===== src/rtl/adder4_seq_ctrl.sv =====
// WIDTH-bit add built from one shared 4-bit adder slice, LS nibble first, carry fed back; `ADDER4_SEQ_CTRL_SUB_EN adds a 'sub' input for a - b.
// Latency: done pulses NIB cycles after the accepting edge; one op per NIB+2 cycles.
// Backpressure: start is accepted only while ready=1; requests at other times are dropped, not queued.
module adder4_seq_ctrl #(
    parameter int WIDTH = 16
) (
    input  logic             clk,
    input  logic             rst_n,
    input  logic             start,
    input  logic [WIDTH-1:0] a,
    input  logic [WIDTH-1:0] b,
    input  logic             cin,
`ifdef ADDER4_SEQ_CTRL_SUB_EN
    input  logic             sub,
`endif
    output logic             ready,
    output logic             done,
    output logic [WIDTH-1:0] s,
    output logic             cout,
    output logic [3:0]       add_a,
    output logic [3:0]       add_b,
    output logic             add_cin,
    input  logic [3:0]       add_s,
    input  logic             add_cout
);

    localparam int NIB  = WIDTH / 4;
    localparam int IDXW = (NIB > 1) ? $clog2(NIB) : 1;
    localparam logic [IDXW-1:0] IDX_LAST = IDXW'(NIB - 1);

    typedef enum logic [1:0] {
        ST_IDLE = 2'd0,
        ST_RUN  = 2'd1,
        ST_DONE = 2'd2
    } state_t;

    state_t state_q, state_nxt;

    logic [NIB-1:0][3:0] a_q;
    logic [NIB-1:0][3:0] b_q;
    logic [NIB-1:0][3:0] acc_q;
    logic [NIB-1:0][3:0] acc_nxt;
    logic [IDXW-1:0]     idx_q;
    logic                carry_q;

    logic                accept;
    logic                last_nib;
    logic [WIDTH-1:0]    b_load;
    logic                carry_load;

    assign accept   = (state_q == ST_IDLE) && start;
    assign last_nib = (idx_q == IDX_LAST);

    // Subtraction is a + ~b + 1, so only the loaded operand and initial carry differ.
`ifdef ADDER4_SEQ_CTRL_SUB_EN
    assign b_load     = sub ? ~b : b;
    assign carry_load = sub ? 1'b1 : cin;
`else
    assign b_load     = b;
    assign carry_load = cin;
`endif

    // State register
    always_ff @(posedge clk) begin
        if (!rst_n) begin
            state_q <= ST_IDLE;
        end else begin
            state_q <= state_nxt;
        end
    end

    // Next-state logic
    always_comb begin
        state_nxt = state_q;
        unique case (state_q)
            ST_IDLE: if (start)    state_nxt = ST_RUN;
            ST_RUN:  if (last_nib) state_nxt = ST_DONE;
            ST_DONE:               state_nxt = ST_IDLE;
            default:               state_nxt = ST_IDLE;
        endcase
    end

    // Outputs: the shared slice sees all-zero inputs whenever this block is not using it.
    always_comb begin
        ready   = 1'b0;
        done    = 1'b0;
        add_a   = 4'h0;
        add_b   = 4'h0;
        add_cin = 1'b0;
        unique case (state_q)
            ST_IDLE: ready = 1'b1;
            ST_RUN: begin
                add_a   = a_q[idx_q];
                add_b   = b_q[idx_q];
                add_cin = carry_q;
            end
            ST_DONE: done = 1'b1;
            default: ready = 1'b0;
        endcase
    end

    always_comb begin
        acc_nxt        = acc_q;
        acc_nxt[idx_q] = add_s;
    end

    // Datapath registers; s/cout only move on the final nibble so they hold between ops.
    always_ff @(posedge clk) begin
        if (!rst_n) begin
            a_q     <= '0;
            b_q     <= '0;
            acc_q   <= '0;
            idx_q   <= '0;
            carry_q <= 1'b0;
            s       <= '0;
            cout    <= 1'b0;
        end else if (accept) begin
            a_q     <= a;
            b_q     <= b_load;
            acc_q   <= '0;
            idx_q   <= '0;
            carry_q <= carry_load;
        end else if (state_q == ST_RUN) begin
            acc_q   <= acc_nxt;
            carry_q <= add_cout;
            idx_q   <= idx_q + 1'b1;
            if (last_nib) begin
                s    <= acc_nxt;
                cout <= add_cout;
            end
        end
    end

endmodule

===== config.mk =====
export PLATFORM = sky130hd
export DESIGN_NAME = adder4_seq_ctrl
export DESIGN_NICKNAME = d
export VERILOG_FILES = /design/src/rtl/adder4_seq_ctrl.sv
export SDC_FILE = /design/constraint.sdc
export NUM_CORES = 1
export LEC_CHECK = 0
export ABC_AREA = 1
export CAP_MARGIN = 10
export CORE_MARGIN = 10
export CORE_UTILIZATION = 46
export DETAILED_ROUTE_END_ITERATION = 10
export PLACE_DENSITY_LB_ADDON = 0.15
export SYNTH_ARGS = -nofsm -noshare
export SYNTH_HDL_FRONTEND = slang
export SYNTH_SLANG_ARGS = --single-unit

===== constraint.sdc =====
create_clock -name clk -period 1.82 [get_ports clk]
set_clock_uncertainty 0.1 [all_clocks]
set_input_delay 0.364 -clock clk [delete_from_list [all_inputs] [get_ports clk]]
set_output_delay 0.364 -clock clk [all_outputs]
set_load 0.02 [all_outputs]

==> out/summary.txt <==
status: completed
DRC viols: 0
top-area cell type share of the netlist area: 41.40%
mean number of vias per cell: 4.682
Post-CTS Setup Inserts: 0
Tmin final: 1798 ps
Initial Utilization: 47.24%
P per Cell Area: 773.1 nW/um2
most frequent cells in the layout: 113 x nand2_1, 111 x nor2_1, 66 x inv_1, 64 x dfxtp_1, 56 x clkdlybuf4s50_1
fin nets: 600
vias in the first global route: 2,838
Synth area leader: dfxtp_1
clock transition at the registers of the reported paths: 70 ps
first-pass GRT wire length: 12,490 um
grt met2 use: 26.23%
critical path arrival: 1330 ps
latest clock arrival within the worst-skew pair: 340 ps
commonest non-fill, non-tap cell in the layout: nand2_1
Core ar.: 6756 um2
initial antenna violation count: 0
cell area after layout: 4113 um2
Hold Fails Final Rpt: 0
Max Clk Rate: 556.2 MHz
Detail Placement HPWL: 5466 um
CTS sink cnt: 66
average size of a mapped cell: 6.608 um2
Max Slew Vio Count: 0
worst slew pin tran: 359.9 ps
routing usage on met3: 3.056%
GR Layer Usage met1: 16.03%
busiest grt layer: met2
crit path max fanout: 14
P&R area growth vs syn: 28.85%
WP data required: 1360 ps
#FFs+latches synth: 66
RSZ-0062 raised after global routing: true
Critical Path Start Type: register
Post-Synthesis Cells: 483
Vias: 2,992
Synth area leaders: dfxtp_1 41%, nand2_1 13%, nor2_1 13%, inv_1 7.8%, o21ai_0 4.9%
slew margin rel.: 75.75%
Port Buffers: 68
fill count: 660
grt total ovfl: 0
Die Width: 103.3 um
Die Ht: 103.3 um
Max-Cap Viols: 0
Seq/Total Area, Yosys: 41.40%
Die Area: 10,670 um2
Leak: 1.948 nW
drt total wl: 7458 um
TritonCTS clock tree: yes
Syn Nets: 528
GRT Total Usage: 14.50%
clock tree buffer depth: 2
final setup margin: 22.19 ps
endpoint class of the critical path: primary output
row count: 30
Antenna Nets Post-Route: 0
Setup CP Type: reg2out
WL per Instance: 11.67 um
pre-CTS WS: -133.5 ps
Initial DRC Count: 43
Synth cell types: 23
peak supply drop: 0.3878 mV
Fin Hold WS: 308.2 ps
gpl congestion: 0.7698
drt pass-1 iters: 4
fraction of layout instances using a drive strength above 1: 11.09%
period utilization: 98.78%
Num CTS Buffers: 9
HP Class: in2reg
htree depth: 3
Root Buffer Master: clkbuf_8
final setup vio count: 0
synthesized area: 3192 um2
Placement Cell Area: 3930 um2
num ports: 69
largest net degree at the start of global routing: 34
synth warn: 0
diodes inserted: 0
worst max-delay path, stage by stage (launching register included):
cell,delay (ps)
dfxtp_2,350
buf_6,150
nand2_1,80
nand3_1,100
a21oi_2,160
buf_4,160
cell usage after synthesis, drive strengths merged:
cell type	n
or2	3
clkinv	1
inv	69
nor2	113
ha	4
nand2	115
o21a	1
nand3b	1
dfxtp	66
o21ai	39
clkbuf	5
buf	20
a21oi	15
nand3	31
power breakdown:
group          leakage [nW]  internal (W)  switching (W)  total, W
combinational          1.31      0.000236       0.000292  0.000528
clock                0.0920      0.000555       0.000534   0.00109
sequential            0.542       0.00153      0.0000374   0.00156
total                  1.95       0.00232       0.000863   0.00318
registers in the layout, indices dropped and copies added, names as in the netlist:
| signal | cells |
|---|---|
| idx_q | 2 |
| state_q | 2 |
| carry_q | 1 |
| a_q | 16 |
| cout | 1 |
| b_q | 16 |
| s | 16 |
| acc_q | 12 |
what timing repair did:
action / CTS / global route
resized for setup: 44 / 17
pin swaps: 0 / 2
hold buffers: 0 / 0
setup endpoints to repair: 11 / 11
area by class of cell:
class	count	area, um2	share of cell area (%)
timing repair buffer	86	820.8	19.96
tap	80	100.1	2.434
sequential	66	1324	32.19
inverter	70	267.8	6.511
multi-input combinational	322	1430	34.77
clock buffer	12	155.1	3.772
clock inverter	3	15.01	0.3651
worst paths after layout:
kind | from | end | slack, ps | cells past startpoint
setup / recovery | idx_q[0] | add_a[0] | 20 | 5
setup reg to reg | idx_q[0] | s[10] | 190 | 8
hold reg to reg | acc_q[1] | acc_q[1] | 370 | 2
hold / removal | rst_n | carry_q | 310 | 3
metrics by stage:
stage	instances	utilization (%)	power [W]	TNS [ps]
floorplan	483	-	0.001942	0
global placement	624	58.17	0.002108	-595.3
detailed placement	624	58.17	0.002120	-727.3
CTS	639	60.35	0.003194	-4.835
global route	639	60.87	0.003346	-195.8
finish	639	60.87	0.003179	0
layer usage:
layer,vias to the layer above,part of all wire [%],wire length [um]
met1,1331,43,3189
met2,55,51,3790
met3,9,4.8,360
li1,1597,-,-
met4,0,1.6,117
met5,-,0,0
kinds of logic after synthesis:
kind of cell / after synthesis / share of synthesized area (%)
adders and majority gates: 4 / 1.568
and+or+nand+nor: 263 / 33.83
DFF: 66 / 41.40
buffers and inverters: 95 / 14.50
AOI/OAI and AO/OA: 55 / 8.703
(Power assumes the default switching activity.)
